### src/rtl/led_pkg.sv
// Shared constants and types for the on-board LED blocks.
package led_pkg;

    localparam logic [2:0] COLOR_OFF   = 3'b000;
    localparam logic [2:0] COLOR_RED   = 3'b100;
    localparam logic [2:0] COLOR_GREEN = 3'b010;
    localparam logic [2:0] COLOR_BLUE  = 3'b001;
    localparam logic [2:0] COLOR_WHITE = 3'b111;

    typedef enum logic {
        ARB_IDLE,
        ARB_HOLD
    } arb_state_t;

endpackage

### src/rtl/led_tick_gen.sv
// Free-running prescaler; tick pulses for one clk each time the counter wraps to 0.
module led_tick_gen #(
    parameter int unsigned PRESCALE_BITS = 20
) (
    input  logic clk,
    input  logic rst_n,
    output logic tick
);

    logic [PRESCALE_BITS-1:0] cnt_q;

    always_ff @(posedge clk or negedge rst_n) begin
        if (!rst_n) begin
            cnt_q <= '0;
            tick  <= 1'b0;
        end else begin
            cnt_q <= cnt_q + PRESCALE_BITS'(1);
            tick  <= &cnt_q;
        end
    end

endmodule

### src/rtl/rgb_led_arbiter.sv
// Round-robin sharing of one RGB LED between NREQ requesters, with dwell time and blink.
// Optional PWM dimming via brightness input when RGB_LED_ARB_PWM_EN is defined.
module rgb_led_arbiter
    import led_pkg::*;
#(
    parameter int unsigned NREQ          = 4,
    parameter int unsigned PRESCALE_BITS = 20,
    parameter int unsigned DWELL_TICKS   = 16,
    parameter int unsigned BLINK_TICKS   = 8
) (
    input  logic              clk,
    input  logic              rst_n,
`ifdef RGB_LED_ARB_PWM_EN
    input  logic [7:0]        brightness,
`endif
    input  logic [NREQ-1:0]   req,
    input  logic [3*NREQ-1:0] req_color,
    input  logic [NREQ-1:0]   req_blink,
    output logic [NREQ-1:0]   grant,
    output logic              busy,
    output logic              led_r,
    output logic              led_g,
    output logic              led_b
);

    localparam int unsigned IDX_W = $clog2(NREQ);
    localparam int unsigned DW    = $clog2(DWELL_TICKS + 1);
    localparam int unsigned BW    = $clog2(BLINK_TICKS + 1);
    localparam logic [DW-1:0]    DWELL_LOAD = DW'(DWELL_TICKS);
    localparam logic [BW-1:0]    BLINK_LAST = BW'(BLINK_TICKS - 1);
    localparam logic [IDX_W-1:0] IDX_LAST   = IDX_W'(NREQ - 1);

    arb_state_t       state_q;
    logic [NREQ-1:0]  grant_q;
    logic [IDX_W-1:0] rr_ptr_q;
    logic [DW-1:0]    dwell_q;
    logic [BW-1:0]    blink_cnt_q;
    logic             phase_q;
    logic [2:0]       led_q;
    logic             tick;

    led_tick_gen #(
        .PRESCALE_BITS(PRESCALE_BITS)
    ) u_tick (
        .clk  (clk),
        .rst_n(rst_n),
        .tick (tick)
    );

    logic [IDX_W-1:0] owner_idx;
    logic [2:0]       owner_color;
    logic             owner_blink;
    logic             owner_req;

    always_comb begin
        owner_idx   = '0;
        owner_color = COLOR_OFF;
        owner_blink = 1'b0;
        for (int i = 0; i < NREQ; i++) begin
            if (grant_q[i]) begin
                owner_idx   = IDX_W'(i);
                owner_color = req_color[3*i +: 3];
                owner_blink = req_blink[i];
            end
        end
    end

    assign owner_req = |(req & grant_q);

    logic [IDX_W-1:0] next_ptr;
    logic [IDX_W-1:0] search_base;
    logic [IDX_W-1:0] idx;
    logic             win_found;
    logic [NREQ-1:0]  win_onehot;

    assign next_ptr    = (owner_idx == IDX_LAST) ? '0 : owner_idx + IDX_W'(1);
    assign search_base = (state_q == ARB_HOLD) ? next_ptr : rr_ptr_q;

    // First asserted request at or after search_base, wrapping.
    always_comb begin
        idx        = '0;
        win_found  = 1'b0;
        win_onehot = '0;
        for (int k = 0; k < NREQ; k++) begin
            idx = IDX_W'((int'(search_base) + k) % NREQ);
            if (!win_found && req[idx]) begin
                win_found       = 1'b1;
                win_onehot[idx] = 1'b1;
            end
        end
    end

    logic rearb;
    logic blink_restart;
    logic blink_step;
    logic pwm_on;

    assign rearb = (state_q == ARB_HOLD) && ((dwell_q == '0) || !owner_req);
    // A re-win by the sole current owner keeps the blink rhythm running.
    assign blink_restart = win_found && (((state_q == ARB_IDLE) && (req != '0)) ||
                                         (rearb && (win_onehot != grant_q)));
    assign blink_step    = (state_q == ARB_HOLD) && tick && !blink_restart;

`ifdef RGB_LED_ARB_PWM_EN
    logic [7:0] pwm_cnt_q;

    always_ff @(posedge clk or negedge rst_n) begin
        if (!rst_n) begin
            pwm_cnt_q <= '0;
        end else begin
            pwm_cnt_q <= pwm_cnt_q + 8'd1;
        end
    end

    assign pwm_on = (pwm_cnt_q < brightness);
`else
    assign pwm_on = 1'b1;
`endif

    always_ff @(posedge clk or negedge rst_n) begin
        if (!rst_n) begin
            state_q     <= ARB_IDLE;
            grant_q     <= '0;
            rr_ptr_q    <= '0;
            dwell_q     <= '0;
            blink_cnt_q <= '0;
            phase_q     <= 1'b1;
            led_q       <= COLOR_OFF;
        end else begin
            if (state_q == ARB_IDLE) begin
                if (win_found) begin
                    state_q <= ARB_HOLD;
                    grant_q <= win_onehot;
                    dwell_q <= DWELL_LOAD;
                end
            end else if (rearb) begin
                rr_ptr_q <= next_ptr;
                if (win_found) begin
                    grant_q <= win_onehot;
                    dwell_q <= DWELL_LOAD;
                end else begin
                    grant_q <= '0;
                    state_q <= ARB_IDLE;
                end
            end else if (tick && (dwell_q != '0)) begin
                dwell_q <= dwell_q - DW'(1);
            end

            if (blink_restart) begin
                phase_q     <= 1'b1;
                blink_cnt_q <= '0;
            end else if (blink_step) begin
                if (blink_cnt_q == BLINK_LAST) begin
                    blink_cnt_q <= '0;
                    phase_q     <= ~phase_q;
                end else begin
                    blink_cnt_q <= blink_cnt_q + BW'(1);
                end
            end

            led_q <= owner_color & {3{~owner_blink | phase_q}} & {3{pwm_on}};
        end
    end

    assign grant = grant_q;
    assign busy  = |grant_q;
    assign led_r = led_q[2];
    assign led_g = led_q[1];
    assign led_b = led_q[0];

endmodule

### config.mk
export PLATFORM = sky130hd
export DESIGN_NAME = rgb_led_arbiter
export DESIGN_NICKNAME = d
export VERILOG_FILES = /design/src/rtl/led_pkg.sv /design/src/rtl/led_tick_gen.sv /design/src/rtl/rgb_led_arbiter.sv
export SDC_FILE = /design/constraint.sdc
export NUM_CORES = 1
export LEC_CHECK = 0
export ABC_AREA = 1
export ABC_CLOCK_PERIOD_IN_PS = 5700
export BUFFER_PORTS_ARGS = -buffer_cell sky130_fd_sc_hd__buf_2
export CAP_MARGIN = 20
export CORE_MARGIN = 5
export CORE_UTILIZATION = 45
export DETAILED_ROUTE_END_ITERATION = 8
export GPL_ROUTABILITY_DRIVEN = 0
export PLACE_DENSITY = 0.62
export SLEW_MARGIN = 20
export SYNTH_ARGS = -nofsm -noshare
export SYNTH_HDL_FRONTEND = slang
export SYNTH_SLANG_ARGS = --single-unit
### constraint.sdc
create_clock -name clk -period 5.7 [get_ports clk]
set_input_delay 0 -clock clk [delete_from_list [all_inputs] [get_ports clk]]
set_output_delay 0 -clock clk [all_outputs]
set_load 0.01 [all_outputs]
# == Word-level counts from Yosys, hierarchy flattened ==
# Index checks and enable logic that the tools add are counted.
# word_totals
input_bits,22
ram_bits,0
mem_bits_ro,0
register_bits,41
n_memories,0
elab_cells,125
latch_bits,0
out_inout_bits,8
# classes
addsub,7
n_reduce_logical,33
order_cmp,8
bitwise_logic,9
mux,54
eq_ne,5
n_div,0
mul,0
n_shift,0
# ops
operator,count
4-bit two-way mux,11
1-bit two-way mux,23
"20-bit by 1-bit adder with 20-bit output, second input constant",1
5-bit two-way mux,4
20-bit AND reduction,1
1-bit logical AND,14
"2-bit by 3-bit less-than comparator with 1-bit output, second input constant",4
3-bit two-way mux,4
4-bit bitwise OR,3
1-bit binary-select mux with 2-bit select,4
1-bit demux with 2-bit select,4
"2-bit by 1-bit >= comparator with 1-bit output, second input constant",4
2-bit two-way mux,4
4-bit OR reduction,2
2-bit AND reduction,3
2-bit nonzero test,3
1-bit zero test,5
5-bit zero test,1
5-bit nonzero test,1
"5-bit by 1-bit subtractor with 5-bit output, second input constant",1
"2-bit by 1-bit adder with 2-bit output, second input constant",2
"2-bit adder, second input constant",2
"4-bit by 1-bit adder with 4-bit output, second input constant",1
4-bit bitwise AND,1
other kinds (10),13

# == Depth between registers and ports, before layout ==
# Gate-level depths: netlist of the first run.
# logic_depth
ltp_word,26
mapped_depth,22
mapped_depth_nobuf,22

# == Modules after synthesis ==
# A second synthesis of the first run with hierarchy kept.
# hier_totals
hier_cells,356
area_unflattened_um2,2672.6
# modules_own_cells
mod,cells_each,area_per_inst_um2,n_inst
rgb_led_arbiter,242,1649.1,1
led_tick_gen,114,1023.5,1

# == Worst setup path after synthesis of the first run ==
# No wires, ideal clock.
# synth_path
path_kind,reg2reg
from,"register grant_q[3], in the netlist grant[3]"
to,register blink_cnt_q[0]
t_required_ns,5.635
path_stages_with_launch,22
synth_period_minus_slack_ns,2.420
n_path_buf,0
path_slack_ns,3.280
t_arrival_ns,2.355
setup_time_ns,0.065
path_cell_list,dfrtp_1 inv_1 o21ai_0 nand2_1 nand2_1 ha_1 inv_1 nand3_2 nand2_4 nand3_1 nand2_1 nor2_1 nand2_1 nand2_1 nand2_1 nor2_2 nand2_2 nand2_4 nand2_4 nor2_4 nand2_1 nand2_1
# synth_via
elab_chain_len,23
word_cells_on_any_way,66
classes_between,add/sub: 4; order compare: 8; eq/ne: 2; mux: 28; bitwise: 4; reduce/logical: 20
# synth_lines
element,line,source
"start, declared",rgb_led_arbiter.sv:34,logic [NREQ-1:0] grant_q;
"start signal, assigned",rgb_led_arbiter.sv:133,grant_q <= win_onehot;
"start signal, assigned",rgb_led_arbiter.sv:139,grant_q <= win_onehot;
branches (longest 19 deep; another with 2-bit by 3-bit less-than comparator with 1-bit output),--,
1-bit logical AND *,rgb_led_arbiter.sv:100,assign blink_restart = win_found && (((state_q == ARB_IDLE) && (req != '0)) ||
1-bit zero test,rgb_led_arbiter.sv:102,assign blink_step = (state_q == ARB_HOLD) && tick && !blink_restart;
1-bit logical AND,rgb_led_arbiter.sv:102,
2-bit nonzero test (no line),--,
"end signal, assigned",rgb_led_arbiter.sv:157,blink_cnt_q <= blink_cnt_q + BW'(1);
"end, declared",rgb_led_arbiter.sv:37,logic [BW-1:0] blink_cnt_q;
# Mark *: on every way between the ends. The select of a mux whose other input is x is not followed.
# A chain may end at the register's enable or synchronous reset.

# == Final worst setup path of the first run ==
# layout_path
from,"register grant_q[3], in the netlist grant[3]"
to,"register grant_q[3], in the netlist grant[3]"
# layout_via
elab_chain_len,19
word_cells_on_any_way,65
classes_between,add/sub: 4; order compare: 8; eq/ne: 2; mux: 31; bitwise: 4; reduce/logical: 16
# layout_lines
element
branches (longest 19 deep; another with 2-bit by 3-bit less-than comparator with 1-bit output)
# Several ways; the timed one is not identified. The select of a mux whose other input is x is not followed.

==> results of run 1 <==
[placed cells by master (no fill, tap or decap), drive strengths merged]
master       Yosys  routed
nand2           92      92
nand4           10      10
nand3           38      38
inv             46      47
or2              2       2
xor2            16      16
dlygate4sd3      0       5
o2111ai          2       2
dfrtp           40      40
nor2            32      32
o211ai           3       3
o22ai            3       3
a21boi           1       1
a21oi            2       2
o221ai           2       2
ha              11      11
nor3             6       6
o31ai            1       1
xnor2            4       4
clkbuf           1       5
o21ai           12      12
dfstp            1       1
a31oi            1       1
buf              0      29
nor4             1       1
clkinv           0       1
clkinvlp         0       1
[registers in the layout (all words and copies together), names as in the netlist]
register      count
u_tick.cnt_q     20
dwell_q           5
blink_cnt_q       4
grant             4
led_q             3
rr_ptr_q          2
phase_q           1
state_q           1
u_tick.tick       1
[synthesized netlist by cell type, types with 2 or more instances]
cell       count  area [um^2]
a21oi_1        2        10.01
dfrtp_1       40         1001
ha_1          11        137.6
inv_1         43        161.4
inv_2          3        11.26
nand2_1       75        281.5
nand2_2        8        50.05
nand2_4        8        90.09
nand3_1       30        150.1
nand3_2        7        70.07
nand4_1       10        62.56
nor2_1        29        108.9
nor2_4         2        22.52
nor3_1         6        30.03
o2111ai_1      2        17.52
o211ai_1       3        22.52
o21ai_0       10        50.05
o221ai_1       2        17.52
o22ai_1        3        18.77
or2_2          2        12.51
xnor2_1        4        35.03
xor2_1        16        140.1
[path summary, 6_finish.rpt]
path,cells past startpoint,to
worst max-delay path,16,grant[3]
worst min-delay path,5,led_q[2]
worst max register to register,16,grant[3]
worst min register to register,1,u_tick.cnt_q[19]
max in group asynchronous,2,u_tick.cnt_q[8]
min in group asynchronous,2,grant[1]
[area by class of cell]
cell class / instances / area [um^2] / area share (%)
clock buffer: 5 / 68.82 / 2.303
timing repair buffer: 34 / 195.2 / 6.533
clock inverter: 3 / 21.27 / 0.7119
multi-input combinational: 239 / 1413 / 47.28
tap: 72 / 90.09 / 3.015
sequential: 41 / 1027 / 34.38
inverter: 46 / 172.7 / 5.779
[worst min-delay path, stage by stage]
cell and delay [ps]:
buf_2 80, o221ai_1 110, nand2_1 70, o211ai_1 80, inv_1 50
[layer usage]
layer,share of wire [%],wire length (um),global-route usage (%)
met3,4.1,218,3.042
met2,48,2508,25.65
met4,1.5,80,5.099
met1,47,2454,18.43
met5,0,0,0
[report_power, final]
| part | leakage (uW) | total (uW) | switching (uW) | internal [uW] |
|---|---|---|---|---|
| registers | 0.000534 | 371 | 38.9 | 332 |
| clock network | 0.0000445 | 193 | 106 | 86.9 |
| logic | 0.000981 | 1160 | 765 | 397 |
[logic make-up (layout without fill, tap and decap cells)]
logic type               Yosys count  in the layout
flip-flops                        41             41
XOR/XNOR                          20             20
AND/OR/NAND/NOR                  181            181
adder cells (fa/ha/maj)           11             11
buffers and inverters             47             88
AO/OA/AOI/OAI                     27             27
[through the flow]
stage | hold WS, ps | total power (uW) | cell area (um^2) | worst slack [ps]
floorplan | -295.6 | 1303 | 2616 | 3280
global placement | 195.1 | 1524 | 2848 | 2725
detailed placement | 199.5 | 1535 | 2848 | 2675
CTS | 123.0 | 1739 | 2988 | 2643
global route | 137.8 | 1901 | 2988 | 2317
finish | 120.2 | 1726 | 2988 | 2631
==> qor.csv, run 1 <==
stage,metric,value,unit
floorplanning,coreArea,5574,um^2
setup_path,slowest_delay,450,ps
clock_network,cts_resized,0,
logic_synthesis,synth-xor-area-share,6.695,%
min_path,hold_start,req_color[5],
sta,setup_violations,0,
logic_synthesis,synth_async_sr_flop_share,100.0,%
cells_and_area,final_cells,440,
sta,final-hold-violation-count,0,
global_route,grt_pass1_wl,9.059,mm
sta,rsz0062_at_grt,false,
clock_network,cts_tree,yes,
logic_synthesis,yosys.area_share.simple,35.49,%
logic_synthesis,synth_top_family_by_area,simple AND/OR/NAND/NOR gates,
setup_path,path_cells,inv_1 > o21ai_0 > nand2_1 > nand2_1 > ha_1 > inv_1 > nand3_2 > nand2_4 > nor2_4 > nand2_1 > nor2_1 > inv_1 > nand2_4 > nand2_1 > nand2_1 > o21ai_0,
clock_network,cts_made_buffers,5,
logic_synthesis,synth-main-ff-cell,dfrtp_1,
logic_synthesis,synth_edf_count,0,
clock_network,cts_sinks,41,
floorplanning,fp.dieW,86.25,um
cells_and_area,drive_gt1_share,19.57,%
setup_path,cp.buffers_inverters,3,
logic_synthesis,synth_fp_nets,360,
global_route,antenna_found_initial,0,
cells_and_area,antennaDiodeCount,0,
floorplanning,die_h,86.25,um
logic_synthesis,synth_compound_area_share,6.552,%
floorplanning,rows,27,
floorplanning,io_pins,30,
pwr,p_leak,0.001559,uW
setup_path,critPathTopFamily,simple AND/OR/NAND/NOR gates,
setup_path,crit_path_top_delay_cell,dfrtp_1,
setup_path,required,5870,ps
logic_synthesis,synthAdderAreaFrac,5.261,%
setup_path,crit_path_frequent_cell,nand2_1,
cells_and_area,nFillCells,533,
setup_path,worst_ep_arrival_time,3240,ps
placed_design,post-dp-hpwl,4.081,mm
logic_synthesis,ys_warn_count,0,
global_route,grt_start_max_net_pins,42,
global_route,overflow,0,
clock_network,cts_hold_buf,5,
sta,slew_headroom,40.56,%
run_status,status,"complete, no violations",
setup_path,r2r-start,grant[3],
detailed_routing,drc_errors,0,
detailed_routing,ant_nets,0,
logic_synthesis,synth_mux_area_share,0,%
detailed_routing,viasPerCell,4.914,
logic_synthesis,synth_area,2616,um^2
sta,fmax,0.3258,GHz
sta,finalClockSkew,7.640,ps
cells_and_area,final_core_util,53.60,%
cells_and_area,nets,400,
logic_synthesis,syn_inst,327,
setup_path,cp-startpoint,grant[3],
detailed_routing,drt-total-wl,5.262,mm
logic_synthesis,yosysSeqAreaShare,39.26,%
sta,min_period,3069,ps
setup_path,crit_fanout,12,
floorplanning,initial_utilization,46.94,%
setup_path,cp-start-kind,flip-flop,
sta,tightest_slew,891.6,ps
clock_network,clk_pin_slew,80,ps
global_route,grt_usage,14.84,%
cells_and_area,syn2layout_area_growth,14.20,%
placed_design,placedCellCount,427,
logic_synthesis,synth_seq_cells,41,
detailed_routing,dr.pass1.iters,4,
logic_synthesis,syn_avg_cell_area,8.001,um^2
detailed_routing,first_iter_violations,86,
detailed_routing,num_vias,2162,
setup_path,crit_path_end_kind,flip-flop,
detailed_routing,drt-wirelength-per-cell,11.96,um
placed_design,io_buffers,29,
pwr,peakVddDrop,270.2,uV
min_path,hp-class,in2reg,
clock_network,clock_path_buffers,2,
floorplanning,die_area,7439,um^2
global_route,grt_pass1_vias,2115,
setup_path,regToRegSetupSlack,2630,ps
sta,fin_setup_tns,0,ps
pwr,p_per_area,577.7,nW/um^2
clock_network,htree_num_levels,2,
setup_path,path_class,reg2reg,
logic_synthesis,synth_cell_types,33,
sta,slew_viol_final,0,
sta,timing.final.crit_share,53.85,%
clock_network,post_cts_buffers,0,
clock_network,clock_latency,300,ps
flow_run,maxCapViolations,0,
clock_network,clockRootBuffer,clkbuf_8,
(Power assumes the default switching activity.)
==> run 2: changes to the inputs <==
--- a/config.mk
+++ b/config.mk
@@ -5,15 +5,15 @@
 export SDC_FILE = /design/constraint.sdc
 export NUM_CORES = 1
 export LEC_CHECK = 0
-export ABC_AREA = 1
-export ABC_CLOCK_PERIOD_IN_PS = 5700
+export ABC_AREA = 0
+export ABC_CLOCK_PERIOD_IN_PS = 2700
 export BUFFER_PORTS_ARGS = -buffer_cell sky130_fd_sc_hd__buf_2
 export CAP_MARGIN = 20
 export CORE_MARGIN = 5
 export CORE_UTILIZATION = 45
 export DETAILED_ROUTE_END_ITERATION = 8
 export GPL_ROUTABILITY_DRIVEN = 0
-export PLACE_DENSITY = 0.62
+export PLACE_DENSITY = 0.65
 export SLEW_MARGIN = 20
 export SYNTH_ARGS = -nofsm -noshare
 export SYNTH_HDL_FRONTEND = slang
==> constraint.sdc (replaced) <==
create_clock -name clk -period 2.7 [get_ports clk]
set_input_delay 0 -clock clk [delete_from_list [all_inputs] [get_ports clk]]
set_output_delay 0 -clock clk [all_outputs]
set_load 0.01 [all_outputs]
==> run 2 against run 1 <==
The run now ends with setup timing left. Via count rose by 5.0%. Routed wire length rose by 16%. Core utilization rose by 7.1 points. Power rose by 130%. Global-route usage rose by 2.6 points. Highest routed layer unchanged. First-iteration DRC count rose by 66%. Area after synthesis fell by 2.7%.
==> qor.csv, run 2 <==
stage,metric,value,unit,change
logic_synthesis,syn_avg_cell_area,9.567,um^2,+20%
logic_synthesis,synth_cell_types,56,,+70%
clock_network,clockRootBuffer,clkbuf_8,,
logic_synthesis,synth_async_sr_flop_share,100.0,%,unchanged
sta,rsz0062_at_grt,true,,
setup_path,critPathTopFamily,compound AO/OA/AOI/OAI gates,,
pwr,p_per_area,1199,nW/um^2,+110%
global_route,grtUsageMet2,26.62,%,+0.98 points
sta,slew_headroom,41.08,%,+0.52 points
detailed_routing,ant_nets,0,,unchanged
logic_synthesis,yosysTopAreaCell,dfrtp_1,,
global_route,grt_start_max_net_pins,42,,unchanged
setup_path,crit_path_top_delay_cell,dfrtp_2,,
setup_path,cp.buffers_inverters,1,,-2
detailed_routing,drt-total-wl,6.097,mm,+16%
cells_and_area,reg_top3,"u_tick.cnt_q: 20 flops, dwell_q: 5 flops",,
logic_synthesis,syn_inst,266,,-19%
detailed_routing,dr.pass1.iters,4,,unchanged
sta,fin_setup_tns,-1532,ps,-1532 ps
floorplanning,die_h,85.20,um,-1.2%
setup_path,crit_path_end_kind,flip-flop,,
detailed_routing,drc_errors,0,,unchanged
global_route,antenna_found_initial,0,,unchanged
cells_and_area,largest_reg_flops,20,,unchanged
logic_synthesis,yosysSeqAreaShare,40.36,%,+1.1 points
cells_and_area,final_cells,415,,-5.7%
placed_design,preCtsSetupSlack,-248.0,ps,-2923 ps
logic_synthesis,synth_top_area_share,39.33,%,+1.1 points
global_route,overflow,0,,unchanged
logic_synthesis,synth_edf_count,0,,unchanged
setup_path,cp-start-kind,flip-flop,,
cells_and_area,drive_gt1_share,31.78,%,+12 points
sta,finalClockSkew,10.83,ps,+3.185 ps
cells_and_area,final_common_cell,buf_4,,
detailed_routing,viasPerCell,5.470,,+11%
run_status,status,finished with violations,,
sta,final-hold-violation-count,0,,unchanged
clock_network,cts_tree,yes,,
pwr,peakVddDrop,802.1,uV,+200%
logic_synthesis,synth_seq_cells,41,,unchanged
clock_network,cts_made_buffers,5,,unchanged
global_route,grt_pass1_vias,2241,,+6.0%
cells_and_area,syn2layout_area_growth,31.37,%,
placed_design,dpl_cell_area,3103,um^2,+9.0%
logic_synthesis,synth_area,2545,um^2,-2.7%
global_route,grt_usage,17.46,%,+2.6 points
sta,min_period,3006,ps,-63.25 ps
sta,timing.final.crit_share,111.3,%,+57 points
min_path,hp-class,in2reg,,
placed_design,io_buffers,29,,unchanged
logic_synthesis,ys_warn_count,0,,unchanged
global_route,grt_use_met3,4.272,%,+1.2 points
floorplanning,fp.dieW,85.20,um,-1.2%
logic_synthesis,yosys.cell_count.top_type,dfrtp_1,,
sta,timing.hold.ws,89.86,ps,-30.38 ps
floorplanning,rows,27,,unchanged
floorplanning,io_pins,30,,unchanged
logic_synthesis,synth.top_cells.by_count,"40 x dfrtp_1, 21 x nand2_1, 20 x inv_1, 20 x nor2_1, 18 x o21ai_0",,
cells_and_area,top_register,u_tick.cnt_q,,
floorplanning,initial_utilization,46.22,%,-0.72 points
detailed_routing,num_vias,2270,,+5.0%
cells_and_area,post-route-cell-area,3343,um^2,+12%
run_status,violations,setup timing,,
detailed_routing,first_iter_violations,143,,+66%
logic_synthesis,yosys.area_share.simple,17.40,%,-18 points
logic_synthesis,synth-xor-area-share,7.227,%,+0.53 points
global_route,grt_pass1_wl,10.32,mm,+14%
clock_network,clock_latency,290,ps,about the same
logic_synthesis,synth-main-ff-cell,dfrtp_1,,
setup_path,slowest_delay,440,ps,about the same
sta,fmax,0.3326,GHz,+2.1%
logic_synthesis,synthAdderAreaFrac,5.408,%,+0.15 points
flow_run,maxCapViolations,0,,unchanged
setup_path,path_class,reg2reg,,
placed_design,post-dp-hpwl,4.485,mm,+9.9%
sta,tightest_slew,883.8,ps,-7.838 ps
sta,setup_violations,6,,+6
setup_path,crit_fanout,7,,-5
logic_synthesis,synth_fp_nets,299,,-17%
clock_network,cts_sinks,41,,unchanged
cells_and_area,final_cell_mix,"41 x buf_4, 39 x dfrtp_1, 29 x buf_2, 20 x nand2_1",,
global_route,busiest_layer,met2,,
logic_synthesis,synth_compound_area_share,20.89,%,+14 points
logic_synthesis,synth_mux_area_share,4.523,%,+4.5 points
clock_network,clk_pin_slew,70,ps,about the same
cells_and_area,nFillCells,476,,-11%
setup_path,required,2920,ps,-2950 ps
logic_synthesis,synth_top_family_by_area,compound AO/OA/AOI/OAI gates,,
detailed_routing,drt-wirelength-per-cell,14.69,um,+23%
sta,slew_viol_final,0,,unchanged
global_route,use_met1,24.80,%,+6.4 points
cells_and_area,antennaDiodeCount,0,,unchanged
floorplanning,coreArea,5507,um^2,-1.2%
clock_network,clock_path_buffers,2,,unchanged
clock_network,htree_num_levels,2,,unchanged
floorplanning,die_area,7259,um^2,-2.4%
cells_and_area,nets,375,,-6.3%
setup_path,worst_ep_arrival_time,3220,ps,-20 ps
logic_synthesis,synth_area_leaders,"dfrtp_1 39%, xnor2_1 5.9%, ha_1 5.4%",,
placed_design,placedCellCount,397,,-7.0%
setup_path,path_cells,o21ba_4 > a21oi_4 > ha_4 > mux4_2 > nor4_1 > o41a_1 > nor2_2 > o41ai_4 > buf_4 > nand2_2,,
sta,fin_ws,-306.2,ps,-2937 ps
pwr,p_leak,0.001595,uW,+2.3%
## run 2: through the flow
stage	utilization [%]	total power [uW]
finish	60.71	4007
global route	60.71	4302
CTS	59.24	3795
detailed placement	56.35	3264
global placement	56.35	3242
floorplan	-	2352
## run 2: cell type report
type                       count  area, um^2  share of cell area (%)
inverter                      22       85.08                   2.545
timing repair buffer          74       493.0                   14.75
tap                           72       90.09                   2.695
clock buffer                   6       72.57                   2.171
multi-input combinational    198        1539                   46.03
clock inverter                 2       35.03                   1.048
sequential                    41        1028                   30.76
## run 2: what timing repair did
item	in CTS	in global routing
buffers inserted	1	5
resized for setup	1	13
cloned	0	0
pin swaps	2	6
setup endpoints to repair	5	9
hold buffers	4	0
endpoints found under the hold margin	43	0
## run 2: worst paths after layout
| kind | from | end | slack, ps | cells after the start |
|---|---|---|---|---|
| hold reg to reg | u_tick.cnt_q[18] | u_tick.cnt_q[18] | 470 | 1 |
| hold / removal | req_color[6] | led_q[0] | 90 | 5 |
| setup / recovery | grant[2] | phase_q | -310 | 10 |
| setup reg to reg | grant[2] | phase_q | -310 | 10 |
| min in group asynchronous | rst_n | u_tick.cnt_q[6] | 370 | 2 |
| max in group asynchronous | rst_n | grant[2] | 1730 | 2 |
## run 2: kinds of logic (layout without fill, tap and decap cells)
| family | count (synthesis) | in the layout |
|---|---|---|
| xor+xnor | 21 | 21 |
| fa+ha+maj | 11 | 11 |
| compound gates | 72 | 72 |
| flops | 41 | 41 |
| buf+inv | 27 | 104 |
| mux | 7 | 7 |
| simple gates | 87 | 87 |
## run 2: tightest hold or removal path, delay by kind of cell
kind | cells | cell delay [ps]
buf+inv | 1 | 70
compound gates | 2 | 110
simple gates | 2 | 150
## run 2: routing by layer
metal | part of all wire, % | routed length (um) | vias to the layer above
met5 | 0 | 0 | -
met4 | 0.66 | 40 | 0
met3 | 6.0 | 366 | 4
met2 | 46 | 2821 | 59
met1 | 47 | 2869 | 1085
li1 | - | - | 1122
## run 2: power breakdown
part           internal (uW)  total [uW]  switching, uW
clock network            274         474            200
registers                685         734           48.5
logic                   1410        2800           1390
==> run 3: changes to the inputs <==
--- a/config.mk
+++ b/config.mk
@@ -5,11 +5,10 @@
 export SDC_FILE = /design/constraint.sdc
 export NUM_CORES = 1
 export LEC_CHECK = 0
-export ABC_AREA = 0
+export ABC_AREA = 1
 export ABC_CLOCK_PERIOD_IN_PS = 2700
 export BUFFER_PORTS_ARGS = -buffer_cell sky130_fd_sc_hd__buf_2
 export CAP_MARGIN = 20
-export CORE_MARGIN = 5
 export CORE_UTILIZATION = 45
 export DETAILED_ROUTE_END_ITERATION = 8
 export GPL_ROUTABILITY_DRIVEN = 0
==> run 3 against run 2 <==
The run now ends clean. Clock power up 26%. Power is 7.0% higher. Sequential share of layout area rose by 1.4 points. Final area shrank 4.0%. Clock skew shrank 1.8 ps. Core utilization down 2.8 points. Highest routed layer unchanged.
==> qor.csv, run 3 (synthesis results as in run 1) <==
stage,metric,value,unit,change
run_status,status,"complete, no violations",,
floorplanning,fp.dieW,78.25,um,-8.2%
cells_and_area,nFillCells,513,,+7.8%
detailed_routing,first_iter_violations,93,,-35%
global_route,antenna_found_initial,0,,unchanged
sta,slew_headroom,40.20,%,-0.88 points
pwr,p_leak,0.001658,uW,+3.9%
setup_path,path_class,reg2reg,,
setup_path,cp-start-kind,flip-flop,,
floorplanning,coreArea,5540,um^2,+0.61%
cells_and_area,top_register,u_tick.cnt_q,,
floorplanning,rows,27,,unchanged
pwr,power_switching,2085,uW,+28%
setup_path,required,2940,ps,+20 ps
placed_design,io_buffers,29,,unchanged
pwr,seqPwrFrac,18.0,%,-0.3 points
global_route,grt_use_met3,3.605,%,-0.67 points
setup_path,reg2reg_to,blink_cnt_q[0],,
setup_path,worst_ep_arrival_time,2730,ps,-490 ps
global_route,grt_pass1_wl,9.542,mm,-7.6%
clock_network,cts_sinks,41,,unchanged
pwr,peakVddDrop,736.2,uV,-8.2%
sta,setup_violations,0,,-6
min_path,hold_end,led_q[0],,
pwr,combPwrFrac,68.1,%,-1.8 points
sta,timing.final.crit_share,92.49,%,-19 points
detailed_routing,drt-wirelength-per-cell,11.97,um,-19%
global_route,grt_usage,19.51,%,+2.0 points
clock_network,clk_pin_slew,90,ps,+20 ps
cells_and_area,antennaDiodeCount,0,,unchanged
floorplanning,die_h,78.25,um,-8.2%
cells_and_area,nets,415,,+11%
global_route,use_met1,24.57,%,-0.23 points
floorplanning,die_area,6123,um^2,-16%
setup_path,crit_fanout,7,,unchanged
setup_path,regToRegSetupSlack,200,ps,+510 ps
global_route,overflow,0,,unchanged
placed_design,post-dp-hpwl,3.979,mm,-11%
global_route,busiest_layer,met2,,
sta,final-hold-violation-count,0,,unchanged
clock_network,clock_latency,290,ps,about the same
pwr,swShare,48.60,%,+7.8 points
clock_network,clock_path_buffers,2,,unchanged
clock_network,htree_num_levels,2,,unchanged
sta,tightest_slew,897.1,ps,+13.26 ps
cells_and_area,drive_gt1_share,26.11,%,-5.7 points
clock_network,cts_made_buffers,5,,unchanged
cells_and_area,final_cells,455,,+9.6%
placed_design,dpl_cell_area,2900,um^2,-6.5%
detailed_routing,dr.pass1.iters,4,,unchanged
cells_and_area,reg_top3,"u_tick.cnt_q: 20 flops, dwell_q: 5 flops",,
min_path,hp-class,in2reg,,
sta,fin_ws,202.7,ps,+508.9 ps
placed_design,preCtsSetupSlack,44.35,ps,+292.3 ps
cells_and_area,largest_reg_flops,20,,unchanged
sta,fmax,0.4004,GHz,+20%
detailed_routing,ant_nets,0,,unchanged
setup_path,r2r-start,grant[1],,
floorplanning,initial_utilization,47.22,%,+1.0 points
cells_and_area,final_cell_mix,"73 x nand2_1, 42 x inv_1, 37 x dfrtp_1, 30 x nand3_1, 29 x buf_2",,
cells_and_area,final_common_cell,nand2_1,,
cells_and_area,syn2layout_area_growth,22.67,%,
global_route,grt_start_max_net_pins,42,,unchanged
pwr,p_clk_share,13.9,%,+2.1 points
global_route,grtUsageMet2,34.21,%,+7.6 points
sta,min_period,2497,ps,-508.9 ps
clock_network,clockRootBuffer,clkbuf_8,,
floorplanning,io_pins,30,,unchanged
pwr,intPower,2205,uW,-7.1%
detailed_routing,viasPerCell,5.004,,-8.5%
flow_run,maxCapViolations,0,,unchanged
clock_network,cts_tree,yes,,
pwr,p_per_area,1337,nW/um^2,+12%
placed_design,placedCellCount,434,,+9.3%
setup_path,ff2ff_path_depth,21,,+11
global_route,grt_pass1_vias,2212,,-1.3%
setup_path,cp-startpoint,grant[1],,
min_path,holdPathStages,5,,unchanged
setup_path,crit_path_end_kind,flip-flop,,
sta,slew_viol_final,0,,unchanged
cells_and_area,post-route-cell-area,3209,um^2,-4.0%
sta,finalClockSkew,9.007,ps,-1.819 ps
detailed_routing,drt-total-wl,5.447,mm,-11%
detailed_routing,drc_errors,0,,unchanged
detailed_routing,num_vias,2277,,+0.31%
min_path,hold_start,req_color[3],,
-- run 3: changes by cell type in the layout (fill, tap and decap cells not counted), moves of 9 or more --
cell	before	now
buf_4	41	15
inv_1	19	42
nand2_1	20	73
nand2_4	0	9
nand3_1	12	30
xnor2_1	17	4
xor2_1	4	16
-- run 3: repair_timing --
action	CTS	global route
hold buffers	5	0
hold endpoints to repair	43	0
endpoints found under the setup margin	0	13
resized for setup	0	18
setup buffers	0	8
-- run 3: critical path, cell delays in order (launching register included) --
cell and delay, ps:
dfrtp_2 440, buf_4 150, nand2_4 100, nand3_4 140
nand2_8 120, buf_4 180, nand2_2 70, nand3_1 60
nand2_1 100, nand3_2 140, nor2_1 60, nor2_2 140
nand2_1 80, nand2_1 60, nand2_1 60, nor2_2 110
nand2_2 70, nand2_4 90, nand2_4 70, nor2_4 80
nand2_1 50, nand2_1 50
-- run 3: layout make-up --
| class | count | area, um^2 | share of cell area [%] |
|---|---|---|---|
| clock buffer | 5 | 68.82 | 2.144 |
| multi-input combinational | 239 | 1468 | 45.73 |
| tap | 72 | 90.09 | 2.807 |
| inverter | 46 | 175.2 | 5.458 |
| clock inverter | 3 | 68.82 | 2.144 |
| timing repair buffer | 49 | 307.8 | 9.591 |
| sequential | 41 | 1031 | 32.12 |
-- run 3: through the flow --
step / hold WS (ps) / util [%] / total power (uW) / TNS (ps)
6_report: 128.4 / 57.93 / 4290 / 0
5_1_grt: 192.0 / 57.93 / 4683 / -7.903
4_1_cts: 116.2 / 55.74 / 3950 / 0
3_5_place_dp: 184.6 / 52.35 / 3325 / 0
3_3_place_gp: 180.3 / 52.35 / 3300 / 0
2_1_floorplan: -295.6 / - / 2752 / 0
-- run 3: how the worst max path moves through the flow --
| stage | cells past startpoint | endpoint | slack (ps) |
|---|---|---|---|
| 4_1_cts | 21 | blink_cnt_q[0] | 30 |
| 3_3_place_gp | 21 | blink_cnt_q[0] | 90 |
| 6_report | 21 | blink_cnt_q[0] | 200 |
| 3_5_place_dp | 21 | blink_cnt_q[0] | 40 |
| 5_1_grt | 20 | blink_cnt_q[0] | -8 |
| 2_1_floorplan | 21 | blink_cnt_q[0] | 280 |
-- run 3: power groups by stage --
stage	Sequential, uW	Clock (uW)	Combinational (uW)
2_1_floorplan	797	0	1950
3_3_place_gp	778	0	2520
3_5_place_dp	781	0	2540
4_1_cts	769	613	2570
5_1_grt	785	637	3260
6_report	774	595	2920
-- run 3: routing by layer --
metal,vias up,routed length [um]
met2,42,2653
li1,1167,-
met1,1063,2578
met4,0,42
met5,-,0
met3,5,171
